<file path="src/rtl/itoa_pkg.sv">
// Shared definitions for the Forth number-output converter (itoa).
// Holds the controller state encoding, the digit-count derivations used
// to size the BCD register and length counter, the ASCII constants and
// the digit-to-character helper.
package itoa_pkg;

    typedef enum logic [2:0] {IT0, SGN, CNV, SKP, EMT, DON} itoa_sts;

    // Decimal digits needed for an unsigned value of dsz bits.
    function automatic int itoa_nd(input int dsz);
        return (dsz * 3 + 9) / 10;
    endfunction

    // Length counter width: room for all digits plus a sign.
    function automatic int itoa_lsz(input int dsz);
        return $clog2(itoa_nd(dsz) + 2);
    endfunction

    localparam logic [7:0] CH_0     = 8'h30;
    localparam logic [7:0] CH_A     = 8'h41;
    localparam logic [7:0] CH_MINUS = 8'h2D;

    // One nibble to its uppercase hex / decimal character.
    function automatic logic [7:0] digit_ascii(input logic [3:0] d);
        if (d < 4'd10) return CH_0 + {4'd0, d};
        else           return CH_A + {4'd0, d} - 8'd10;
    endfunction

endpackage

</file>
<file path="src/rtl/itoa_bcd_adj.sv">
// Double-dabble correction step: every BCD digit that is 5 or more gets
// 3 added, so the following left shift carries correctly into the next
// decade. Purely combinational.
//   bcd_i : ND packed BCD digits before the shift
//   bcd_o : corrected digits, ready to be shifted left by one bit
module bcd_adj #(
    parameter int ND = 10
) (
    input  logic [4*ND-1:0] bcd_i,
    output logic [4*ND-1:0] bcd_o
);

    always_comb begin
        bcd_o = bcd_i;
        for (int k = 0; k < ND; k++) begin
            if (bcd_i[4*k +: 4] >= 4'd5)
                bcd_o[4*k +: 4] = bcd_i[4*k +: 4] + 4'd3;
        end
    end

endmodule

</file>
<file path="src/rtl/itoa.sv">
// Sequential integer-to-ASCII converter. Converts a DSZ-bit value into
// text (signed decimal or unsigned uppercase hex), most significant digit
// first, and writes it byte by byte to consecutive addresses from pad.
//   clk, rst : clock, synchronous active-high reset
//   en       : level enable; starts a run from idle, aborts when low
//   hex      : 0 signed decimal, 1 unsigned hex
//   vi, pad  : value and first byte address, sampled on the start edge
//   bsy      : conversion in progress
//   we/ao/dout : registered byte write strobe, address, data
//   len      : bytes written in the last completed run
module itoa
    import itoa_pkg::*;
#(
    parameter  int ASZ = 17,
    parameter  int DSZ = 32,
    localparam int ND  = itoa_nd(DSZ),
    localparam int LSZ = itoa_lsz(DSZ)
) (
    input  logic           clk,
    input  logic           rst,
    input  logic           en,
    input  logic           hex,
    input  logic [DSZ-1:0] vi,
    input  logic [ASZ-1:0] pad,
    output logic           bsy,
    output logic           we,
    output logic [ASZ-1:0] ao,
    output logic [7:0]     dout,
    output logic [LSZ-1:0] len
);

    localparam int BW = 4 * ND;
    localparam int CW = $clog2(DSZ + 1);
    localparam int RW = $clog2(ND + 1);

    itoa_sts        state_q, state_d;
    logic           bsy_q, bsy_d;
    logic           we_q, we_d;
    logic [ASZ-1:0] ao_q, ao_d;
    logic [7:0]     dout_q, dout_d;
    logic [LSZ-1:0] len_q, len_d;

    logic           hex_q, hex_d;
    logic           neg_q, neg_d;
    logic [DSZ-1:0] mag_q, mag_d;
    logic [BW-1:0]  dig_q, dig_d;
    logic [CW-1:0]  cnt_q, cnt_d;
    logic [RW-1:0]  rem_q, rem_d;
    logic [ASZ-1:0] p_q, p_d;

    logic [BW-1:0]  adj;
    logic [3:0]     top;
    logic           neg_in;
    logic           skip;
    logic           emit;
    logic           running;

    bcd_adj #(.ND(ND)) u_adj (
        .bcd_i (dig_q),
        .bcd_o (adj)
    );

    assign top     = dig_q[BW-1 -: 4];
    assign neg_in  = !hex && vi[DSZ-1];
    // Leading zeros are dropped, but the last digit is always printed.
    assign skip    = (top == 4'd0) && (rem_q > RW'(1));
    // SKP falls straight into emitting the first significant digit so the
    // total of skip + emit cycles equals the digit count.
    assign emit    = (state_q == EMT) || ((state_q == SKP) && !skip);
    assign running = (state_q != IT0) && (state_q != DON);

    assign bsy  = bsy_q;
    assign we   = we_q;
    assign ao   = ao_q;
    assign dout = dout_q;
    assign len  = len_q;

    // State register and reset-visible outputs
    always_ff @(posedge clk) begin
        if (rst) begin
            state_q <= IT0;
            bsy_q   <= 1'b0;
            we_q    <= 1'b0;
            ao_q    <= '0;
            dout_q  <= '0;
            len_q   <= '0;
        end else begin
            state_q <= state_d;
            bsy_q   <= bsy_d;
            we_q    <= we_d;
            ao_q    <= ao_d;
            dout_q  <= dout_d;
            len_q   <= len_d;
        end
    end

    // Next-state logic
    always_comb begin
        state_d = state_q;
        unique case (state_q)
            IT0: if (en) state_d = SGN;
            SGN: state_d = hex_q ? SKP : CNV;
            CNV: if (cnt_q == CW'(1)) state_d = SKP;
            SKP: if (!skip) state_d = (rem_q == RW'(1)) ? DON : EMT;
            EMT: if (rem_q == RW'(1)) state_d = DON;
            DON: if (!en) state_d = IT0;
            default: state_d = IT0;
        endcase
        if (running && !en) state_d = IT0;
    end

    // Output and datapath next values
    always_comb begin
        bsy_d  = bsy_q;
        we_d   = 1'b0;
        ao_d   = ao_q;
        dout_d = dout_q;
        len_d  = len_q;
        hex_d  = hex_q;
        neg_d  = neg_q;
        mag_d  = mag_q;
        dig_d  = dig_q;
        cnt_d  = cnt_q;
        rem_d  = rem_q;
        p_d    = p_q;

        unique case (state_q)
            IT0: begin
                if (en) begin
                    hex_d = hex;
                    neg_d = neg_in;
                    mag_d = neg_in ? -vi : vi;
                    p_d   = pad;
                    bsy_d = 1'b1;
                    len_d = '0;
                end
            end
            SGN: begin
                if (neg_q) begin
                    we_d   = 1'b1;
                    ao_d   = p_q;
                    dout_d = CH_MINUS;
                    p_d    = p_q + ASZ'(1);
                    len_d  = len_q + LSZ'(1);
                end
                if (hex_q) begin
                    dig_d = BW'(mag_q) << (BW - DSZ);
                    rem_d = RW'(DSZ / 4);
                end else begin
                    dig_d = '0;
                    cnt_d = CW'(DSZ);
                end
            end
            CNV: begin
                {dig_d, mag_d} = {adj, mag_q} << 1;
                cnt_d = cnt_q - CW'(1);
                if (cnt_q == CW'(1)) rem_d = RW'(ND);
            end
            SKP: begin
                if (skip) begin
                    dig_d = dig_q << 4;
                    rem_d = rem_q - RW'(1);
                end
            end
            default: ;
        endcase

        if (emit) begin
            we_d   = 1'b1;
            ao_d   = p_q;
            dout_d = digit_ascii(top);
            dig_d  = dig_q << 4;
            rem_d  = rem_q - RW'(1);
            p_d    = p_q + ASZ'(1);
            len_d  = len_q + LSZ'(1);
            if (rem_q == RW'(1)) bsy_d = 1'b0;
        end

        // Dropping en mid-run abandons the conversion without a write.
        if (running && !en) begin
            bsy_d = 1'b0;
            we_d  = 1'b0;
            len_d = '0;
        end
    end

    // Datapath registers (no reset: only meaningful during a run)
    always_ff @(posedge clk) begin
        hex_q <= hex_d;
        neg_q <= neg_d;
        mag_q <= mag_d;
        dig_q <= dig_d;
        cnt_q <= cnt_d;
        rem_q <= rem_d;
        p_q   <= p_d;
    end

endmodule

</file>
<file path="config.mk">
export PLATFORM = sky130hd
export DESIGN_NAME = itoa
export DESIGN_NICKNAME = d
export VERILOG_FILES = /design/src/rtl/itoa_pkg.sv /design/src/rtl/itoa_bcd_adj.sv /design/src/rtl/itoa.sv
export SDC_FILE = /design/constraint.sdc
export NUM_CORES = 1
export LEC_CHECK = 0
export ABC_CLOCK_PERIOD_IN_PS = 2370
export BUFFER_PORTS_ARGS = -buffer_cell sky130_fd_sc_hd__buf_2
export CORE_AREA = 2 2 164 166
export DETAILED_ROUTE_END_ITERATION = 7
export DIE_AREA = 0 0 166 168
export HOLD_SLACK_MARGIN = 0.02
export PLACE_DENSITY = 0.55
export SLEW_MARGIN = 20
export SYNTH_ARGS = -nofsm -noshare
export SYNTH_HDL_FRONTEND = slang
export SYNTH_SLANG_ARGS = --single-unit
</file>
<file path="constraint.sdc">
create_clock -name clk -period 2.37 [get_ports clk]
set_input_delay 0.1185 -clock clk [delete_from_list [all_inputs] [get_ports clk]]
set_output_delay 0.1185 -clock clk [all_outputs]
set_load 0.005 [all_outputs]
</file>
==> results.yml, run 1 <==
synth:
  muxShareOfSynthArea_pct: 4.05
  ys_ff_latch: 134
  synth_common_cells: "edfxtp_1 (97), nand2_1 (92), nor2_1 (76)"
  synth.largest_area_cell: "edfxtp_1"
  synth_compound_area_share_pct: 16.8
  synth_ff_type: "edfxtp_1"
  synthAdderAreaFrac_pct: 4.35
  synth_area_um2: 7760
  synthTopCellsByArea: "edfxtp_1 (38%), dfxtp_1 (9.5%), xnor2_1 (6.0%)"
  syn-num-nets: 890
  synth_top_family_by_area: "compound AO/OA/AOI/OAI gates"
  synth-edff-count: 97
  yosysWarnings: 0
  syn_avg_cell_area_um2: 9.58
  ys_seq_area_share_pct: 47.1
  yosysUniqueCellTypes: 61
  synthArstFlopShare_pct: 0
  synth_most_common_cell: "edfxtp_1"
  synth_xor_area_share_pct: 8.35
  synthCells: 810
  synthSimpleGateAreaFrac_pct: 14.7
  synth_top_area_share_pct: 37.5
global_routing:
  grt_pass1_vias: 5854
  grt_pass1_wl_mm: 30.2
  grt_overflow_total: 0
  gr-usage-all-layers_pct: 13.2
  antenna_found_initial: 0
  grt_max_degree: 36
critical_path:
  crit_slowest_cell: "a2111o_1"
  r2r.worst_path.cells: 6
  critPathLaunchType: "flop"
  timing.rr.start: "rem_q[0]"
  critPathLaunch: "rem_q[0]"
  reg2reg_to: "p_q[16]"
  cp.required_ps: 2540
  critPathArrivalTime_ps: 2450
  cp.depth: 6
  cpPeakStageDelay_ps: 450
  crit_path_end: "p_q[16]"
  cp_max_fo: 20
  rrSetupSlack_ps: 90
  critPathBufInv: 1
  path_delay_family: "compound AO/OA/AOI/OAI gates"
  critPathKind: "reg2reg"
  crit_chain: "ha_1, or2_1, a2111o_1, a21oi_2, buf_12, mux2_2"
  critPathCaptureType: "flop"
route:
  routedWlPerCell_um: 14.5
  num_vias: 6183
  drt_iter0_markers: 425
  drtAntennaViolNets: 0
  via_per_inst: 4.86
  wl_mm: 18.4
  drc: 0
  drt-pass1-iter-count: 5
floorplanning:
  die_h_um: 168
  die-area_um2: 27900
  coreArea_um2: 26400
  die_w_um: 166
  start_util_pct: 29.5
  pin_count: 84
  rows: 60
clocking:
  cts_tree: "yes"
  cts_made_buffers: 17
  clkLatencyLatePin_ps: 430
  clk_pin_slew_ps: 70
  cts-root-buf: "clkbuf_16"
  cts_buffer_depth: 2
  clock-sinks: 134
  htree_levels: 4
hold_path:
  min_path_cells: 3
  hold_class: "in2reg"
cells_and_area:
  finalNetCount: 997
  utilization_pct: 36.1
  drive_gt1_share_pct: 16.5
  area_growth_pct: 22.4
  n_fill_cell: 2647
  antennaDiodeCount: 0
  finalNonFillerCells: 1271
timing:
  finalHoldViolCount: 0
  fin_crit_ps: 2280
  finClkSkew_ps: 12.9
  finalCritPeriodShare_pct: 96.2
  rsz0062_at_grt: "yes"
  clock.fmax_mhz: 439
  slew-limit-headroom_pct: 58.0
  setup-violations-final: 0
  slew_viol_final: 0
  worstMarginPinSlew_ps: 624
power:
  ir_worst_vdd_uv: 564
  powerDensity_nw_per_um2: 1260
  p_leak_uw: 0.00374
placed_design:
  routabilityCongestion: 0.760
  port_buffers: 82
  dp_hpwl_mm: 13.1
  dp_cells: 1221
outcome:
  status: "finished, final reports clean"
run:
  cap_viol_max_count: 0
state kept, by name, indices dropped and copies added (netlist names):
name / count
neg_q: 1
state_q: 3
hex_q: 1
bsy: 1
rem_q: 4
p_q: 17
mag_q: 32
dig_q: 40
we: 1
ao: 17
cnt_q: 6
dout: 7
len: 4
cells in the final DEF (no fill, tap or decap), types with 4 or more instances in the layout:
| cell type | Yosys | routed |
|---|---|---|
| a21o_1 | 7 | 7 |
| a21oi_1 | 50 | 50 |
| a221oi_1 | 4 | 4 |
| a22oi_1 | 19 | 19 |
| a31oi_1 | 13 | 13 |
| a32oi_1 | 7 | 7 |
| and3_1 | 4 | 4 |
| and4_1 | 4 | 4 |
| buf_12 | 1 | 7 |
| buf_2 | 8 | 82 |
| buf_4 | 1 | 23 |
| clkbuf_16 | 0 | 18 |
| dfxtp_1 | 37 | 37 |
| dlygate4sd3_1 | 0 | 18 |
| edfxtp_1 | 97 | 97 |
| ha_1 | 27 | 27 |
| inv_1 | 42 | 42 |
| inv_6 | 0 | 6 |
| mux2i_1 | 28 | 28 |
| nand2_1 | 92 | 92 |
| nand2b_1 | 15 | 14 |
| nand3_1 | 12 | 12 |
| nor2_1 | 76 | 75 |
| nor2b_1 | 4 | 4 |
| nor3_1 | 13 | 13 |
| nor3b_1 | 4 | 4 |
| o21ai_0 | 72 | 71 |
| o22ai_1 | 18 | 18 |
| o31ai_1 | 5 | 4 |
| or4_1 | 5 | 5 |
| xnor2_1 | 53 | 53 |
| xor2_1 | 21 | 21 |
metrics by stage:
stage	hold slack (ps)	setup WS (ps)	total power (uW)	TNS (ps)	cell area, um^2
after floorplan	217	5.93	7750	0	7760
after global placement	371	111	9250	0	8730
after detailed placement	381	90.5	9330	0	8730
after CTS	39.3	83.4	12100	0	9500
after global routing	69.4	-10.2	12900	-14.2	9500
final	57.3	89.8	12000	0	9500
where the power goes:
group | switching, uW | total (uW) | internal [uW]
Sequential | 776 | 4640 | 3860
Clock | 1120 | 2670 | 1550
Combinational | 2680 | 4670 | 1990
Total | 4570 | 12000 | 7400
worst register-to-register path: cells and delay by family, from the launching register on:
family / cells / cell delay, ps
AND/OR/NAND/NOR: 1 / 240
AO/OA/AOI/OAI: 2 / 630
adder cells (fa/ha/maj): 1 / 230
flip-flops: 1 / 420
buffers and inverters: 1 / 170
multiplexers: 1 / 330
logic make-up (layout without fill, tap and decap cells):
group                      Yosys count  after routing
AOI/OAI and AO/OA                  213            213
xor gates and xnor gates            74             74
adders and majority gates           27             27
buffers and inverters               84            204
DFF                                134            134
muxes                               31             31
other                                1              1
and+or+nand+nor                    246            246
layout make-up:
type | instances | area [um^2] | area share, %
clock buffers | 19 | 454 | 4.78
multi-input cells | 592 | 3770 | 39.7
repair buffers | 130 | 903 | 9.50
well taps | 341 | 427 | 4.49
flip-flops and latches | 134 | 3650 | 38.4
clock inverters | 13 | 136 | 1.43
inverters | 42 | 158 | 1.66
repair_timing:
action	CTS	global route
resized for setup	0	0
endpoints found under the setup margin	0	2
buffers inserted	0	0
hold endpoints to repair	18	0
hold buffers	18	0
worst min-delay path by stage:
stage                from  endpoint  slack [ps]
floorplan             hex     hex_q         220
global placement      hex     hex_q         370
detailed placement    hex     hex_q         380
CTS                 vi[0]  mag_q[0]          40
global route        vi[0]  mag_q[0]          70
finish              vi[0]  mag_q[0]          60
routing by layer:
layer	track usage, %	wire [um]	part of all wire [%]	up-vias
li1	-	-	-	3125
met1	18.3	9240	50	2908
met2	21.2	8240	45	137
met3	2.59	724	3.9	13
met4	3.59	174	0.95	0
met5	0	0	0	-
(Power assumes the default switching activity.)
==> run 2: changes to the inputs <==
CORE_AREA = 2 2 166 168   (was 2 2 164 166)
DIE_AREA = 0 0 168 170   (was 0 0 166 168)
SYNTH_HIERARCHICAL = 1   (was unset)
==> run 2 against run 1 <==
Utilization rose by 0.27 points. Worst setup slack better by 170 ps. Synthesized area rose by 1.9%. Critical path depth rose by 1. Clock power grew 3%. Flip-flop and latch count did not move. Critical endpoint is now p_q[9].
==> results.yml, run 2 <==
timing:
  finClkSkew_ps: 15.7
  worstMarginPinSlew_ps: 786
  slew_viol_final: 0
  setup-violations-final: 0
  whs_ps: 81.3
  finalHoldViolCount: 0
  slew-limit-headroom_pct: 47.6
  rsz0062_at_grt: "no"
  finalCritPeriodShare_pct: 89.0
  final.setup.tns_ps: 0
  fin_crit_ps: 2110
  clock.fmax_mhz: 474
route:
  wl_mm: 19.1
  via_per_inst: 4.88
  wl_met1_mm: 9.60
  drtAntennaViolNets: 0
  drc: 0
  routedWlPerCell_um: 14.2
  drt_iter0_markers: 402
  num_vias: 6522
  routed.top_layer: "met4"
  wl_met3_um: 536
  dr_wl_met2_mm: 8.69
  drt-pass1-iter-count: 4
global_routing:
  antenna_found_initial: 0
  gr-usage-all-layers_pct: 13.6
  grt_pass1_wl_mm: 31.8
  grt_overflow_total: 0
  grt_max_degree: 72
  grt_pass1_vias: 6245
cells_and_area:
  antennaDiodeCount: 0
  biggestRegsByFlops: "dig_q (40), mag_q (32)"
  layout_commonest_cell: "nand2_1"
  n_fill_cell: 2716
  finalNonFillerCells: 1337
  finalNetCount: 1064
  largest_reg_flops: 40
  utilization_pct: 36.3
  largest_register: "dig_q"
  area_growth_pct: 22.5
  final_cell_mix: "nand2_1 (163), o21ai_0 (97), edfxtp_1 (97), buf_2 (82), nor2_1 (66)"
  drive_gt1_share_pct: 17.9
power:
  ir_worst_vdd_uv: 557
  powerDensity_nw_per_um2: 1310
  p_leak_uw: 0.00366
floorplanning:
  coreArea_um2: 26700
  start_util_pct: 29.7
  pin_count: 84
  die-area_um2: 28600
  die_h_um: 170
  rows: 60
  die_w_um: 168
critical_path:
  critPathLaunchType: "flop"
  cp_max_fo: 14
  crit_slowest_cell: "edfxtp_1"
  cp.required_ps: 2540
  cpPeakStageDelay_ps: 430
  critPathCaptureType: "flop"
  critPathArrivalTime_ps: 2280
  critPathKind: "reg2reg"
  path_common_cell: "buf_4"
  crit_chain: "ha_1, nor2_1, o311ai_2, buf_4, a31oi_2, buf_4, o21ai_0"
  r2r.worst_path.cells: 7
synth:
  yosysWarnings: 6
  syn-num-nets: 951
  synth_area_um2: 7910
  syn_avg_cell_area_um2: 9.09
  synthCells: 870
clocking:
  cts_setup_buffers: 0
  clock-sinks: 134
  cts_made_buffers: 17
  cts_buffer_depth: 2
  clkLatencyLatePin_ps: 420
  cts-root-buf: "clkbuf_16"
  htree_levels: 4
  clk_pin_slew_ps: 70
  cts_tree: "yes"
hold_path:
  hold_class: "in2reg"
  min_path_cells: 3
placed_design:
  port_buffers: 82
  dp_cells: 1287
  dp_hpwl_mm: 13.4
  routabilityCongestion: 0.787
run:
  cap_viol_max_count: 0
outcome:
  status: "finished, final reports clean"
run 2: cell count changes in the layout (fill, tap and decap cells not counted), moves of 10 or more:
cell	previous run	this run
o21ai_0	71	97
o22ai_1	18	3
a22oi_1	19	35
nand2_1	92	163
a21oi_1	50	37
xor2_1	21	31
buf_4	23	34
a22o_1	2	12
a21oi_2	1	11
xnor2_1	53	29
mux2i_1	28	10
run 2: repair_timing:
action / CTS / global route
setup endpoints to repair: 0 / 18
hold buffers: 18 / 0
hold endpoints to repair: 18 / 0
gates resized for setup: 0 / 1
run 2: worst paths after layout:
| check | startpoint | end | slack, ps |
|---|---|---|---|
| min reg2reg | ao[8] | ao[8] | 450 |
| max | rem_q[0] | p_q[9] | 260 |
| min | vi[31] | mag_q[31] | 80 |
| max reg2reg | rem_q[0] | p_q[9] | 260 |
run 2: worst max-delay path, delay by kind of cell, from the launching register on:
kind	cells	cell delay (ps)
flip-flops	1	430
AO/OA/AOI/OAI	3	600
buffers and inverters	2	450
adder cells (fa/ha/maj)	1	240
AND/OR/NAND/NOR	1	130
run 2: per-stage QoR:
step | total power [uW] | instance area (um^2) | worst slack [ps]
5_1_grt | 13700 | 9690 | 19.3
3_5_place_dp | 9950 | 8890 | 48.1
6_report | 12700 | 9690 | 262
4_1_cts | 12800 | 9680 | 61.3
2_1_floorplan | 8210 | 7920 | 134
3_3_place_gp | 9850 | 8890 | 119
run 2: where the power goes:
part           internal, uW  leakage, uW  switching (uW)
clock                  1600     0.000293            1160
combinational          2050      0.00213            2900
sequential             4020      0.00124             964
run 2: per-layer routing:
metal  GRT usage, %  vias up
li1               -     3329
met3           2.28       15
met2           21.7      106
met5              0        -
met1           18.8     3072
met4           4.46        0
run 2: final cells by class:
cell class              instances  area, um^2  area share [%]
clock buffers                  17         425            4.39
well taps                     341         427            4.41
inverters                      33         124            1.28
repair buffers                137         906            9.35
multi-input cells             660        3970            41.0
clock inverters                15         181            1.87
flip-flops and latches        134        3650            37.7
==> run 3: changes to the inputs <==
==> constraint.sdc (replaced) <==
create_clock -name clk -period 2.37 [get_ports clk]
set_input_delay 0.474 -clock clk [delete_from_list [all_inputs] [get_ports clk]]
set_output_delay 0.474 -clock clk [all_outputs]
set_load 0.005 [all_outputs]
==> run 3 against run 2 <==
Non-clock buffer count fell by 23. Cell count fell by 1.7%. Wire length fell by 0.92%. Combinational power fell by 3%. Utilization fell by 0.92 points. Clock-buffer cell count did not move. Worst setup slack got worse by 17 ps. Clock skew fell by 2.4 ps. Power fell by 1.8%. Flip-flop and latch count did not move. Critical endpoint is now ao[10]. Largest cell class unchanged.
==> results.yml, run 3 (synthesis results as in run 2) <==
outcome:
  status: "finished, final reports clean"
timing:
  finalHoldViolCount: 0
  finClkSkew_ps: 13.4
  slew-limit-headroom_pct: 49.5
  fin_crit_ps: 2130
  rsz0062_at_grt: "no"
  final.setup.tns_ps: 0
  clock.fmax_mhz: 470
  finalCritPeriodShare_pct: 89.7
  slew_viol_final: 0
  setup-violations-final: 0
  worstMarginPinSlew_ps: 757
cells_and_area:
  finalNetCount: 1041
  utilization_pct: 35.4
  n_fill_cell: 2739
  area_growth_pct: 19.4
  layout_commonest_cell: "nand2_1"
  biggestRegsByFlops: "dig_q (40), mag_q (32)"
  antennaDiodeCount: 0
  drive_gt1_share_pct: 17.8
  largest_register: "dig_q"
  final_cell_mix: "nand2_1 (163), o21ai_0 (97), edfxtp_1 (97), buf_2 (82), nor2_1 (66)"
  largest_reg_flops: 40
critical_path:
  cp_max_fo: 13
  r2r.worst_path.cells: 8
  critPathKind: "reg2reg"
  cp.required_ps: 2720
  critPathLaunchType: "flop"
  critPathArrivalTime_ps: 2470
  critPathCaptureType: "flop"
floorplanning:
  rows: 60
  start_util_pct: 29.7
  die_w_um: 168
  pin_count: 84
  die_h_um: 170
  die-area_um2: 28600
  coreArea_um2: 26700
clocking:
  htree_levels: 4
  cts_made_buffers: 17
  cts_buffer_depth: 2
  cts-root-buf: "clkbuf_16"
  cts_setup_buffers: 0
  hold_buffers: 0
  cts_tree: "yes"
  clkLatencyLatePin_ps: 420
  cts_resized: 0
  clock-sinks: 134
  clk_pin_slew_ps: 70
global_routing:
  grt_pass1_vias: 6170
  grt_max_degree: 51
  antenna_found_initial: 0
  gr-usage-all-layers_pct: 13.6
  grt_overflow_total: 0
  grt_pass1_wl_mm: 31.5
power:
  ir_worst_vdd_uv: 579
  p_leak_uw: 0.00355
  powerDensity_nw_per_um2: 1320
hold_path:
  hold_class: "in2reg"
  min_path_cells: 1
route:
  drt_iter0_markers: 359
  drc: 0
  via_per_inst: 4.88
  wl_mm: 18.9
  routedWlPerCell_um: 14.4
  drt-pass1-iter-count: 4
  drtAntennaViolNets: 0
  num_vias: 6417
placed_design:
  port_buffers: 82
  dp_hpwl_mm: 13.4
  routabilityCongestion: 0.776
run:
  cap_viol_max_count: 0
## run 3: cell count changes in the layout (fill, tap and decap cells not counted)
cell,previous run,this run
inv_6,5,6
nor2_4,1,0
bufinv_16,2,1
nor2_2,0,1
clkinv_2,0,1
dlygate4sd3_1,18,0
buf_4,34,29
clkinvlp_4,2,1
## run 3: report_power, final
group          leakage, uW  switching, uW  internal [uW]  total, uW
clock network     0.000287           1170           1490       2670
registers          0.00124            987           4020       5000
logic              0.00203           2820           1970       4790
## run 3: area by class of cell
type	count	area, um^2	area share [%]
inverters	33	124	1.31
clock inverters	15	158	1.67
flip-flops and latches	134	3650	38.7
clock buffers	17	425	4.51
well taps	341	427	4.52
multi-input cells	660	3960	42.0
repair buffers	114	688	7.29
## run 3: stage by stage
step | hold slack [ps] | cell area, um^2 | instances | total power [uW] | worst slack [ps]
global route | 291 | 9440 | 1314 | 13500 | 17.3
finish | 304 | 9440 | 1314 | 12500 | 245
CTS | 292 | 9440 | 1314 | 12600 | 209
floorplan | 448 | 7920 | 870 | 8210 | 134
detailed placement | 441 | 8860 | 1282 | 9870 | 66.6
global placement | 437 | 8860 | 1282 | 9770 | 104
## run 3: worst paths after layout
kind,slack [ps],endpoint,from
max,240,ao[10],rem_q[0]
max reg2reg,240,ao[10],rem_q[0]
min reg2reg,450,ao[8],ao[8]
min,300,hex_q,hex
## run 3: routing by layer
layer  vias up  wire, um  part of all wire (%)  GRT usage [%]
met3         8       458                   2.4           2.00
met5         -         0                     0              0
met2        92      8770                    46           22.0
met1      3035      9480                    50           18.8
met4         0       162                  0.86           3.86
li1       3282         -                     -              -
## run 3: critical path, stage by stage, from the launching register on
cell,delay [ps]
edfxtp_1,430
ha_1,230
nor2_1,140
o311ai_2,100
buf_4,180
a21oi_2,470
buf_4,300
nand2_1,70
a21oi_1,130
